--- src/rtl/fifo_pop_ctrl.sv ---
// Read stage behind the fifo block: pops words through a one-cycle-latency read port into
// a 2-entry skid buffer and hands them on over valid/ready, counting every pop.
module fifo_pop_ctrl #(
  parameter int unsigned DATA_WIDTH = 4,
  parameter int unsigned CNT_WIDTH  = 8
) (
  input  logic                  clk,
  input  logic                  rst,
  input  logic                  enable,
  input  logic                  buf_empty,
  input  logic [DATA_WIDTH-1:0] buf_out,
  output logic                  rd_en,
  output logic [DATA_WIDTH-1:0] data_out,
  output logic                  valid_out,
  input  logic                  ready_in,
  output logic [CNT_WIDTH-1:0]  pop_count,
  output logic                  busy
);

  localparam logic [1:0] StIdle  = 2'd0;
  localparam logic [1:0] StRun   = 2'd1;
  localparam logic [1:0] StDrain = 2'd2;

  logic [1:0]            state_q, state_d;
  logic                  pend_q;
  logic [1:0]            cnt_q, cnt_d;
  logic [DATA_WIDTH-1:0] head_q, head_d;
  logic [DATA_WIDTH-1:0] tail_q, tail_d;
  logic [CNT_WIDTH-1:0]  pop_count_q;
  logic                  xfer;
  logic [2:0]            occ;

  assign valid_out = (cnt_q != 2'd0);
  assign data_out  = head_q;
  assign xfer      = valid_out & ready_in;

  // Occupancy once this cycle's transfer and the in-flight word are settled; a new read
  // is only issued if that word is guaranteed a slot.
  assign occ   = {1'b0, cnt_q} + {2'b00, pend_q} - {2'b00, xfer};
  assign rd_en = (state_q == StRun) & ~buf_empty & (occ < 3'd2);

  assign busy      = (state_q != StIdle) | pend_q | (cnt_q != 2'd0);
  assign pop_count = pop_count_q;

  // Skid buffer: head is the oldest word, tail the second one.
  always_comb begin
    head_d = head_q;
    tail_d = tail_q;
    cnt_d  = cnt_q;
    unique case ({pend_q, xfer})
      2'b10: begin
        if (cnt_q == 2'd0) head_d = buf_out;
        else               tail_d = buf_out;
        cnt_d = cnt_q + 2'd1;
      end
      2'b01: begin
        head_d = tail_q;
        cnt_d  = cnt_q - 2'd1;
      end
      2'b11: begin
        if (cnt_q == 2'd2) begin
          head_d = tail_q;
          tail_d = buf_out;
        end else begin
          head_d = buf_out;
        end
      end
      default: ;
    endcase
  end

  always_comb begin
    state_d = state_q;
    case (state_q)
      StIdle: begin
        if (enable) state_d = StRun;
      end
      StRun: begin
        if (!enable) state_d = (pend_q || cnt_q != 2'd0) ? StDrain : StIdle;
      end
      StDrain: begin
        if (enable)                           state_d = StRun;
        else if (!pend_q && cnt_q == 2'd0)    state_d = StIdle;
      end
      default: state_d = StIdle;
    endcase
  end

  always_ff @(posedge clk or negedge rst) begin
    if (!rst) begin
      state_q     <= StIdle;
      pend_q      <= 1'b0;
      cnt_q       <= 2'd0;
      head_q      <= '0;
      tail_q      <= '0;
      pop_count_q <= '0;
    end else begin
      state_q <= state_d;
      pend_q  <= rd_en;
      cnt_q   <= cnt_d;
      head_q  <= head_d;
      tail_q  <= tail_d;
      if (rd_en) pop_count_q <= pop_count_q + CNT_WIDTH'(1);
    end
  end

endmodule

--- config.mk ---
export PLATFORM = sky130hd
export DESIGN_NAME = fifo_pop_ctrl
export DESIGN_NICKNAME = d
export VERILOG_FILES = /design/src/rtl/fifo_pop_ctrl.sv
export SDC_FILE = /design/constraint.sdc
export NUM_CORES = 1
export LEC_CHECK = 0
export CORE_AREA = 4 4 54 56
export DETAILED_ROUTE_END_ITERATION = 10
export DIE_AREA = 0 0 58 60
export PLACE_DENSITY = 0.72
export SETUP_SLACK_MARGIN = 0.5
export SLEW_MARGIN = 30
export SYNTH_ARGS = -nofsm -noshare
export SYNTH_HDL_FRONTEND = slang
export SYNTH_SLANG_ARGS = --single-unit
--- constraint.sdc ---
create_clock -name clk -period 4.58 [get_ports clk]
set_input_delay 1.145 -clock clk [delete_from_list [all_inputs] [get_ports clk]]
set_output_delay 1.145 -clock clk [all_outputs]
set_load 0.005 [all_outputs]
# After elaboration in Yosys (flattened, before gate mapping)
# Cells that the tools add are included.
# classes
n_addsub	5
multipliers	0
div_mod_pow	0
n_lt_le_gt_ge	1
n_eq_ne	12
shifts	0
n_mux	13
bitwise	6
reduce_logical	13
# ops
op	count
$mux W4	4
$pmux W4 S3	1
$mux W2	5
$ne A2 B2 Y1 const B	5
$add A8 B1 Y8 const B	1
$eq A2 B2 Y1 const B	4
$pmux W4 S2	1
$reduce_bool A2 Y1	4
$pmux W2 S3	1
$reduce_and A3 Y1	2
$eq A2 B1 Y1 const B	2
$logic_not A2 Y1	2
$pmux W2 S2	1
$add A2 B1 Y3	1
$and A1 B1 Y1	3
$lt A3 B2 Y1 const B	1
$ne A3 B3 Y1 const B	1
$reduce_bool A3 Y1	1
$sub A3 B1 Y3	1
$add A2 B1 Y2 const B	1
$or A1 B1 Y1	2
$reduce_and A2 Y1	1
$sub A2 B1 Y2 const B	1
$logic_and A1 B1 Y1	1
other kinds (3)	3
# word_totals
reg_bits	21
latch_bits	0
ramBits	0
romBits	0
memories	0

# Depth between registers and ports, before layout
# Gate-level depths: netlist of the first run.
# logic_depth
word_depth	5
ltp_mapped	7
mapped_depth_nobuf	6

# Worst setup path before layout of the first run
# Ideal clock, no wire load.
# synth_path
kind	input -> output
startpoint	input ready_in
endpoint	output rd_en
arrival_ns	2.805
required_ns	3.435
setup_slack_ns	0.630
stages	7
path_buffers	1
cell_sequence	clkbuf_1 and3b_1 o21ai_0 fa_1 nor4bb_1 nand2_1 inv_1
# synth_between
elab_chain_len	4
# synth_lines
item	line	rtl
from (decl)	15	input logic ready_in,
$and A1 B1 Y1	35	assign xfer = valid_out & ready_in;
$sub A3 B1 Y3	39	assign occ = {1'b0, cnt_q} + {2'b00, pend_q} - {2'b00, xfer};
$lt A3 B2 Y1	40	assign rd_en = (state_q == StRun) & ~buf_empty & (occ < 3'd2);
$and A1 B1 Y1	40	
to (decl)	12	output logic rd_en,
# Every way passes these cells.

# Worst setup path after layout of the first run
# Same ends and word-level chain as after synthesis.

==> results by group, run 1 <==
Run status
  – Status: completed

Yosys
  – Unique masters post-synth: 29
  – Post-synthesis xor/xnor area fraction: 9.29%
  – Largest family of logic cells by synthesized area: simple AND/OR/NAND/NOR gates
  – Mux cell area share after synthesis: under 10%
  – FF+latch count, synth: 21
  – Sequential area share after synthesis: 50.7%
  – Avg Cell Area, Syn: 11.8 um2
  – Syn nets: 99
  – Post-Synthesis Cells: 88
  – Simple-gate portion of the synthesized area: 18.5%
  – Post-Syn Area: between 1000 and 1500 um2
  – Adder-cell area share of the yosys netlist: between 3 and 4%
  – Post-synthesis compound-gate area fraction: 7.00%
  – Ys Warns: 0

Timing
  – Final TNS setup: 0 ns
  – Final hold vios: 0
  – Clock skew: ~0.004 ns
  – Slew Limit Fails: 0
  – Tcrit/Tclk final: 84.0%
  – Worst setup margin: approximately 0.73 ns
  – Maximum clock rate: ~260 MHz
  – RSZ-0062 raised after global routing: false
  – Final Setup Violations: 0
  – Worst rel slew slack: roughly 70%
  – Actual slew at the worst max-slew pin: 0.456 ns
  – Final min period: 3.85 ns

Power and ir drop
  – Leak Pwr: 0.578 nW
  – Pwr dens: 535 nW/um2
  – Peak VDD IR: roughly 0.27 mV

Die
  – # rows: 18
  – Initial Utilization: 42.6%
  – Die width: 58 um
  – Core Area: 2430 um2
  – Io pins: 24
  – Die area: 3480 um2
  – Die Ht: roughly 60 um

Final layout
  – Diode count: 0
  – Share of post-route cells with drive strength above 1: 16.5%
  – Synth-to-Final Area Change: 29.0%
  – Nets: between 100 and 150

CTS
  – Root Driver: clkbuf_4
  – Skew-Pair Late Insertion Delay: about 0.29 ns
  – CTS tree: done
  – CTS max path bufs: 2
  – Clk slew on worst S/H paths: between 0.1 and 0.15 ns
  – Postcts setup bufs: 0
  – Hold buffers post-CTS: 0
  – TritonCTS buffer count: 3
  – Clock net sink count: 21
  – Htree depth: 1

Critical path
  – WP data arrival: 2.70 ns
  – Worst Setup End Kind: primary output
  – Worst Setup Start Kind: primary input
  – CP Launch Point: ready_in
  – Worst r2r src: cnt_q[1]
  – Worst r2r dst: pop_count[7]
  – R2r setup slk: 2.34 ns
  – Crit-path max FO: 3
  – Setup crit end: rd_en
  – CP Data Required Time: 3.43 ns
  – Cell depth of the worst flop-to-flop path: 6
  – Worst setup path category: in -> out

Flow run
  – Max_cap viols: 0

GRT
  – Pin count of the biggest net entering global routing: 22
  – Vias in the first global route: 784
  – GRT overflow: 0
  – Antenna violations before repair: 0
  – GR Util All Layers: ~13%
  – First-pass GRT wire length: between 3000 and 4000 um

Routing
  – Routed length per instance: around 14 um
  – Drt first pass iters: 5
  – DR iter-0 viols: 10
  – Routed via count: 754
  – DR vias/cell: roughly 5.2
  – Antenna-violating nets left: 0
  – Post-route DRC: 0
  – Final wirelength: 2070 um

Placed design
  – RePlAce Congestion: around 0.77
  – DP HPWL: 1590 um
  – Port Buffer Count: 23
  – Worst slack at placement: -0.120 ns

Worst hold path
  – Hold WC Path Type: reg -> reg
## kinds of logic (layout without fill, tap and decap cells)
| kind of cell | Yosys count | after routing |
|---|---|---|
| flip-flops | 21 | 21 |
| buffers and inverters | 6 | 33 |
| adder cells (fa/ha/maj) | 2 | 2 |
| AO/OA/AOI/OAI | 8 | 8 |
| XOR/XNOR | 11 | 11 |
| AND/OR/NAND/NOR | 33 | 33 |
| multiplexers | 7 | 7 |
## power by group
group          internal, mW  switching [mW]  total, mW
combinational         0.196           0.108      0.304
sequential            0.253          0.0720      0.325
clock                0.0339          0.0517     0.0855
## flip-flops by register name, summed over array words and instances, names as in the netlist
signal and count:
pop_count 8, data_out 4, tail_q 4, cnt_q 2, state_q 2, pend_q 1
## Yosys cell counts
library cell	number	share of area (%)
dfrtp_1	21	51
nand2_1	6	2.2
nand3_1	6	2.9
xor2_1	6	5.1
mux2_2	5	5.4
xnor2_1	5	4.2
nand4b_1	4	3.4
nor2_1	4	1.4
o221a_1	4	4.3
nor3_1	3	1.4
nor4_1	3	1.8
buf_6	2	2.2
clkbuf_1	2	0.72
inv_1	2	0.72
a21bo_2	1	0.97
a21boi_0	1	0.72
a21oi_1	1	0.48
and3b_1	1	0.84
fa_1	1	1.9
ha_1	1	1.2
mux2_4	1	1.4
mux2i_1	1	0.97
nand2b_1	1	0.60
nand4_1	1	0.60
nand4bb_1	1	1.1
nor2b_1	1	0.60
nor4bb_1	1	0.97
o21ai_0	1	0.48
or2_1	1	0.60
## stage by stage
stage	std cells	cell area (um2)	utilization (%)	hold WS [ns]	total power, mW
6_report	145	1340	55.0	0.476	0.715
5_1_grt	145	1340	55.0	0.500	0.768
4_1_cts	145	1340	55.2	0.481	0.723
3_5_place_dp	141	1310	53.7	0.459	0.632
2_1_floorplan	88	1040	-	0.465	0.485
3_3_place_gp	141	1310	53.7	0.456	0.620
## layout make-up
| type | count | area (um2) |
|---|---|---|
| Fill cell | 220 | 1090 |
| Inverter | 2 | 7.51 |
| Tap cell | 30 | 37.5 |
| Multi-Input combinational cell | 61 | 492 |
| Timing Repair Buffer | 27 | 249 |
| Clock buffer | 4 | 26.3 |
| Sequential cell | 21 | 526 |
## critical path, stage by stage
cell and delay, ns:
clkbuf_2 0.11, and3b_1 0.18, o21ai_1 0.09, fa_1 0.54, nor4bb_4 0.21, nand2_1 0.12
inv_2 0.07, dlygate4sd2_1 0.23
## cells in the final DEF (no fill, tap or decap), types with 3 or more instances in the layout
| master | instances |
|---|---|
| dfrtp_1 | 21 |
| clkdlybuf4s50_1 | 20 |
| nand2_1 | 6 |
| xor2_1 | 6 |
| nand3_1 | 6 |
| xnor2_1 | 5 |
| mux2_2 | 5 |
| nor2_1 | 4 |
| nand4b_1 | 4 |
| o221a_1 | 4 |
| buf_4 | 4 |
| nor3_1 | 3 |
| nor4_1 | 3 |
| clkbuf_4 | 3 |
## layer usage
| metal | wire length (um) | GRT usage, % |
|---|---|---|
| met1 | 951 | 16.2 |
| met2 | 1040 | 22.6 |
| met3 | 53 | 2.16 |
| met4 | 30 | 7.95 |
| met5 | 0 | 0 |
## how the worst min path moves through the flow
stage,from,endpoint,cells past startpoint
2_1_floorplan,pop_count[7],pop_count[7],1
3_3_place_gp,pop_count[7],pop_count[7],1
3_5_place_dp,pop_count[7],pop_count[7],1
4_1_cts,pop_count[7],pop_count[7],1
5_1_grt,pop_count[7],pop_count[7],1
6_report,pop_count[7],pop_count[7],1
## timing repair
item	in CTS	in global routing
resized for setup	4	5
setup endpoints to repair	1	1
pin swaps	2	2
cloned	0	0
No activity file was read; power rests on OpenSTA's default activity.
==> run 2, diff against run 1 <==
--- a/config.mk
+++ b/config.mk
@@ -5,10 +5,10 @@
 export SDC_FILE = /design/constraint.sdc
 export NUM_CORES = 1
 export LEC_CHECK = 0
-export CORE_AREA = 4 4 54 56
+export CORE_AREA = 4 4 55 57
 export DETAILED_ROUTE_END_ITERATION = 10
-export DIE_AREA = 0 0 58 60
-export PLACE_DENSITY = 0.72
+export DIE_AREA = 0 0 59 61
+export PLACE_DENSITY = 0.73
 export SETUP_SLACK_MARGIN = 0.5
 export SLEW_MARGIN = 30
 export SYNTH_ARGS = -nofsm -noshare
==> constraint.sdc (replaced) <==
create_clock -name clk -period 3.3 [get_ports clk]
set_input_delay 0.825 -clock clk [delete_from_list [all_inputs] [get_ports clk]]
set_output_delay 0.825 -clock clk [all_outputs]
set_load 0.005 [all_outputs]
==> results by group, run 2 (synthesis results as in run 1) <==
Critical path
  – Worst r2r dst: pop_count[2] (was pop_count[7])
  – WP data arrival: 2.25 ns (was 2.70 ns)
  – Worst Setup Start Kind: primary input (unchanged)
  – Worst setup path category: in -> out (unchanged)
  – CP Data Required Time: 2.47 ns (was 3.43 ns)
  – Worst Setup End Kind: primary output (unchanged)
  – CP dominant cell by count: buf_6
  – Max incr delay on CP: 0.49 ns (was 0.54 ns)
  – Cell depth of the worst flop-to-flop path: 13 (was 6)
  – Crit-path max FO: 3 (unchanged)
  – Worst r2r src: cnt_q[0] (was cnt_q[1])
  – Crit-path cells: buf_6 > and3b_2 > buf_6 > fa_1 > nor4bb_4 > nand2_2 > inv_2 > buf_6 (was clkbuf_2 > and3b_1 > o21ai_1 > fa_1 > nor4bb_4 > nand2_1 > inv_2 > dlygate4sd2_1)
  – Critical-path top delay cell: fa_1 (unchanged)
  – R2r setup slk: 0.72 ns (was 2.34 ns)

CTS
  – Clk slew on worst S/H paths: 0.12 ns (was 0.11 ns)
  – Root Driver: clkbuf_4 (unchanged)
  – CTS tree: done (unchanged)
  – Skew-Pair Late Insertion Delay: 0.29 ns (about the same)
  – Hold buffers post-CTS: 0 (unchanged)
  – Clock net sink count: 21 (unchanged)
  – Htree depth: 1 (unchanged)
  – CTS max path bufs: 2 (unchanged)
  – TritonCTS buffer count: 3 (unchanged)

Placed design
  – DP HPWL: 1530 um (was 1590 um)
  – Port Buffer Count: 23 (unchanged)
  – RePlAce Congestion: 0.741 (was 0.767)
  – Dpl cells: 143 (was 141)

Timing
  – Final min period: 3.07 ns
  – Clock skew: 0.00214 ns (was 0.00399 ns)
  – Maximum clock rate: roughly 330 MHz
  – Final hold vios: 0 (unchanged)
  – Worst rel slew slack: 69.1% (was 69.6%)
  – Final Setup Violations: 0 (unchanged)
  – RSZ-0062 raised after global routing: true (was false)
  – Slew Limit Fails: 0 (unchanged)
  – Tcrit/Tclk final: a little over 90%
  – Actual slew at the worst max-slew pin: 0.464 ns (was 0.456 ns)

Power and ir drop
  – Int Pwr: 0.705 mW (was 0.483 mW)
  – Clock power share: 11.8% (was 12.0%)
  – Pwr dens: 719 nW/um2 (was 535 nW/um2)
  – Switching Share: 32.0% (was 32.4%)
  – Total power: 1.04 mW (was 0.715 mW)
  – Combinational share of power: 45.1% (was 42.5%)
  – Peak VDD IR: 0.465 mV (was 0.275 mV)
  – Seq pwr share: 43.1% (was 45.5%)
  – Leak Pwr: 0.639 nW (was 0.578 nW)
  – P_sw: 0.332 mW (was 0.232 mW)

Final layout
  – # fillers: 227 (was 220)
  – Largest register FFs: 8 (unchanged)
  – Synth-to-Final Area Change: 39.2% (was 29.0%)
  – Share of post-route cells with drive strength above 1: 28.6% (was 16.5%)
  – Commonest non-fill, non-tap cell in the layout: dfrtp_1 (unchanged)
  – Most frequent cells in the layout: 21 x dfrtp_1, 20 x clkdlybuf4s50_1, 14 x buf_4 (was 21 x dfrtp_1, 20 x clkdlybuf4s50_1, 6 x nand2_1, 6 x xor2_1, 6 x nand3_1)
  – Layout Cells excl Fill: 156 (was 145)
  – Nets: 138 (was 127)
  – Diode count: 0 (unchanged)

Routing
  – Drt first pass iters: 4 (was 5)
  – Met3 WL: 146 um (was 53 um)
  – Met2 wire length: 984 um (was 1040 um)
  – DR vias/cell: 5.22 (was 5.20)
  – M1 WL: 891 um (was 951 um)
  – Antenna-violating nets left: 0 (unchanged)
  – DR iter-0 viols: 13 (was 10)
  – Final wirelength: 2030 um (was 2070 um)
  – Routed length per instance: 13.0 um (was 14.3 um)
  – Routed via count: 814 (was 754)
  – Post-route DRC: 0 (unchanged)
  – Top layer in use: met4 (unchanged)

Flow run
  – Max_cap viols: 0 (unchanged)

Die
  – # rows: 18 (unchanged)
  – Initial Utilization: 41.9% (was 42.6%)
  – Die Ht: 61 um (was 60 um)
  – Core Area: 2480 um2 (was 2430 um2)
  – Die area: 3600 um2 (was 3480 um2)
  – Die width: 59 um (was 58 um)
  – Io pins: 24 (unchanged)

GRT
  – Vias in the first global route: 776 (was 784)
  – Pin count of the biggest net entering global routing: 22 (unchanged)
  – GR Util All Layers: 12.3% (was 13.4%)
  – First-pass GRT wire length: 3420 um (was 3490 um)
  – Antenna violations before repair: 0 (unchanged)
  – GRT overflow: 0 (unchanged)

Run status
  – Status: completed (unchanged)

Worst hold path
  – Hold WC Path Type: in -> async (was reg -> reg)
[run 2: final cells by class]
class | count | area (um2) | area share [%]
timing repair buffer | 38 | 344 | 23.8
inverter | 2 | 7.51 | 0.520
tap | 30 | 37.5 | 2.60
clock inverter | 1 | 5.00 | 0.347
multi-input combinational | 61 | 502 | 34.7
clock buffer | 3 | 22.5 | 1.56
sequential | 21 | 526 | 36.4
[run 2: power by group through the flow]
stage / combinational, mW / clock, mW / sequential (mW)
6_report: 0.468 / 0.123 / 0.447
5_1_grt: 0.512 / 0.142 / 0.464
4_1_cts: 0.466 / 0.128 / 0.446
3_5_place_dp: 0.440 / 0 / 0.452
3_3_place_gp: 0.432 / 0 / 0.448
2_1_floorplan: 0.253 / 0 / 0.433
[run 2: worst max-delay path by stage]
stage,start,endpoint,slack (ns),cells after the start
floorplan,ready_in,rd_en,0.32,7
CTS,ready_in,rd_en,0.15,8
finish,ready_in,rd_en,0.23,8
global route,ready_in,rd_en,0.14,8
global placement,ready_in,rd_en,-0.59,8
detailed placement,ready_in,rd_en,-0.64,8
[run 2: stage by stage]
step / hold slack [ns] / TNS (ns) / setup WS (ns) / instance area [um2] / util (%)
after floorplan: 0.465 / 0 / 0.318 / 1080 / -
after global placement: 0.457 / -0.588 / -0.588 / 1340 / 54.2
after detailed placement: 0.462 / -0.642 / -0.642 / 1340 / 54.2
after CTS: 0.479 / 0 / 0.147 / 1440 / 58.0
after global routing: 0.479 / 0 / 0.144 / 1440 / 58.3
final: 0.460 / 0 / 0.227 / 1440 / 58.3
[run 2: timing repair]
action / 4_1_cts / 5_1_grt
pin swaps: 3 / 1
setup endpoints to repair: 1 / 3
resized for setup: 12 / 2
buffers inserted: 8 / 1
[run 2: worst max-delay path: cells and delay by family]
kind | cells | cell delay (ns)
buffers and inverters | 4 | 0.39
AND/OR/NAND/NOR | 3 | 0.54
adder cells (fa/ha/maj) | 1 | 0.49
[run 2: metal layers]
layer | up-vias | track usage (%)
li1 | 396 | -
met3 | 2 | 2.77
met5 | - | 0
met1 | 394 | 16.0
met4 | 0 | 4.53
met2 | 22 | 20.2
==> run 3, diff against run 2 <==
--- a/config.mk
+++ b/config.mk
@@ -10,7 +10,7 @@
 export DIE_AREA = 0 0 59 61
 export PLACE_DENSITY = 0.73
 export SETUP_SLACK_MARGIN = 0.5
-export SLEW_MARGIN = 30
+export SLEW_MARGIN = 10
 export SYNTH_ARGS = -nofsm -noshare
 export SYNTH_HDL_FRONTEND = slang
 export SYNTH_SLANG_ARGS = --single-unit
==> results by group, run 3 (synthesis results as in run 1) <==
CTS
  – CTS tree: done (unchanged)
  – CTS max path bufs: 2 (unchanged)
  – Skew-Pair Late Insertion Delay: 0.29 ns (about the same)
  – Clock net sink count: 21 (unchanged)
  – Clk slew on worst S/H paths: 0.12 ns (about the same)
  – TritonCTS buffer count: 3 (unchanged)
  – Root Driver: clkbuf_4 (unchanged)
  – Htree depth: 1 (unchanged)

Die
  – Io pins: 24 (unchanged)
  – Die area: 3600 um2 (unchanged)
  – Initial Utilization: 41.9% (unchanged)
  – Core Area: 2480 um2 (unchanged)
  – Die width: 59 um (unchanged)
  – # rows: 18 (unchanged)
  – Die Ht: 61 um (unchanged)

Timing
  – Final TNS setup: 0 ns (unchanged)
  – Worst rel slew slack: 38.1% (was 69.1%)
  – Clock skew: 0.00217 ns (was 0.00214 ns)
  – Tcrit/Tclk final: 93.1% (unchanged)
  – Final Setup Violations: 0 (unchanged)
  – Final min period: 3.07 ns (unchanged)
  – RSZ-0062 raised after global routing: true (unchanged)
  – Actual slew at the worst max-slew pin: 0.926 ns (was 0.464 ns)
  – Slew Limit Fails: 0 (unchanged)
  – Final hold vios: 0 (unchanged)
  – Maximum clock rate: 325 MHz (unchanged)

Final layout
  – # fillers: 227 (unchanged)
  – Most frequent cells in the layout: 21 x dfrtp_1, 21 x clkdlybuf4s50_1, 14 x buf_4 (was 21 x dfrtp_1, 20 x clkdlybuf4s50_1, 14 x buf_4)
  – Final Cell Area: 1450 um2 (was 1440 um2)
  – Largest register FFs: 8 (unchanged)
  – Diode count: 0 (unchanged)
  – Nets: 138 (unchanged)
  – Synth-to-Final Area Change: 39.7% (was 39.2%)
  – Share of post-route cells with drive strength above 1: 27.8% (was 28.6%)

GRT
  – Vias in the first global route: 776 (unchanged)
  – GR Util All Layers: 12.3% (unchanged)
  – Antenna violations before repair: 0 (unchanged)
  – GRT overflow: 0 (unchanged)
  – Pin count of the biggest net entering global routing: 22 (unchanged)
  – First-pass GRT wire length: 3420 um (unchanged)

Critical path
  – Max incr delay on CP: 0.49 ns (about the same)
  – Crit-path cells: buf_6 > and3b_2 > buf_6 > fa_1 > nor4bb_4 > nand2_2 > inv_2 > buf_6 (unchanged)
  – Worst Setup Start Kind: primary input (unchanged)
  – CP Data Required Time: 2.47 ns (about the same)
  – Delay-heaviest family, CP: simple AND/OR/NAND/NOR gates (unchanged)
  – Worst Setup End Kind: primary output (unchanged)
  – WP data arrival: 2.25 ns (about the same)
  – Worst setup path category: in -> out (unchanged)
  – CP dominant cell by count: buf_6 (unchanged)
  – Worst Path Buf+Inv: 4 (unchanged)
  – Crit-path max FO: 3 (unchanged)
  – Critical-path top delay cell: fa_1 (unchanged)

Run status
  – Status: completed (unchanged)

Power and ir drop
  – Int Pwr: 0.706 mW (was 0.705 mW)
  – Pwr dens: 716 nW/um2 (was 719 nW/um2)
  – Leak Pwr: 0.639 nW (about the same)
  – Seq pwr share: 43.0% (was 43.1%)
  – Clock power share: 11.8% (about the same)
  – Peak VDD IR: 0.465 mV (about the same)
  – P_sw: 0.332 mW (about the same)
  – Total power: 1.04 mW (about the same)
  – Switching Share: 32.0% (about the same)
  – Combinational share of power: 45.2% (was 45.1%)

Placed design
  – Port Buffer Count: 23 (unchanged)
  – Dpl cell area: 1340 um2 (unchanged)
  – DP HPWL: 1530 um (unchanged)
  – RePlAce Congestion: 0.741 (unchanged)

Routing
  – DR vias/cell: 5.21 (was 5.22)
  – Final wirelength: 2030 um (about the same)
  – Routed length per instance: 13.0 um (about the same)
  – Post-route DRC: 0 (unchanged)
  – Antenna-violating nets left: 0 (unchanged)
  – DR iter-0 viols: 13 (unchanged)
  – Drt first pass iters: 5 (was 4)
  – Routed via count: 813 (was 814)

Flow run
  – Max_cap viols: 0 (unchanged)

Worst hold path
  – Hold WC Path Type: reg -> reg (was in -> async)
run 3: power groups by stage:
stage          Sequential (mW)  Clock [mW]  Combinational (mW)
2_1_floorplan            0.433           0               0.253
3_3_place_gp             0.448           0               0.432
3_5_place_dp             0.452           0               0.440
4_1_cts                  0.446       0.128               0.466
5_1_grt                  0.464       0.142               0.513
6_report                 0.446       0.123               0.469
run 3: area by class of cell:
type	instances	area (um2)	area share, %
Sequential cell	21	526	36.3
Multi-Input combinational cell	61	502	34.6
Timing Repair Buffer	38	349	24.1
Tap cell	30	37.5	2.59
Clock buffer	3	22.5	1.55
Inverter	2	7.51	0.518
Clock inverter	1	5.00	0.345
run 3: path summary, 6_finish.rpt:
| check | cells past startpoint | endpoint | from | slack [ns] |
|---|---|---|---|---|
| max | 8 | rd_en | ready_in | 0.23 |
| min | 1 | pop_count[7] | pop_count[7] | 0.47 |
| max reg2reg | 13 | pop_count[2] | cnt_q[0] | 0.72 |
| min reg2reg | 1 | pop_count[7] | pop_count[7] | 0.47 |
| max in group asynchronous | 1 | data_out[3] | rst | 1.71 |
| min in group asynchronous | 1 | pop_count[5] | rst | 1.03 |
run 3: metrics by stage:
| step | hold WS (ns) | setup WS [ns] | utilization (%) | std cells |
|---|---|---|---|---|
| 6_report | 0.470 | 0.227 | 58.5 | 156 |
| 5_1_grt | 0.482 | 0.144 | 58.5 | 156 |
| 4_1_cts | 0.479 | 0.147 | 58.0 | 155 |
| 3_5_place_dp | 0.462 | -0.642 | 54.2 | 143 |
| 3_3_place_gp | 0.457 | -0.588 | 54.2 | 143 |
| 2_1_floorplan | 0.465 | 0.318 | - | 88 |
run 3: per-layer routing:
layer	up-vias	global-route usage (%)	share of wire, %
li1	396	-	-
met1	395	16.0	44
met2	20	20.2	49
met3	2	2.77	6.9
met4	0	4.53	0.39
met5	-	0	0
run 3: what timing repair did:
action                                  4_1_cts  5_1_grt
endpoints found under the hold margin         0        0
gates resized for setup                      12        2
buffers inserted                              8        1
hold buffers                                  0        0
gates cloned                                  0        0
endpoints found under the setup margin        1        3
pin swaps                                     3        1
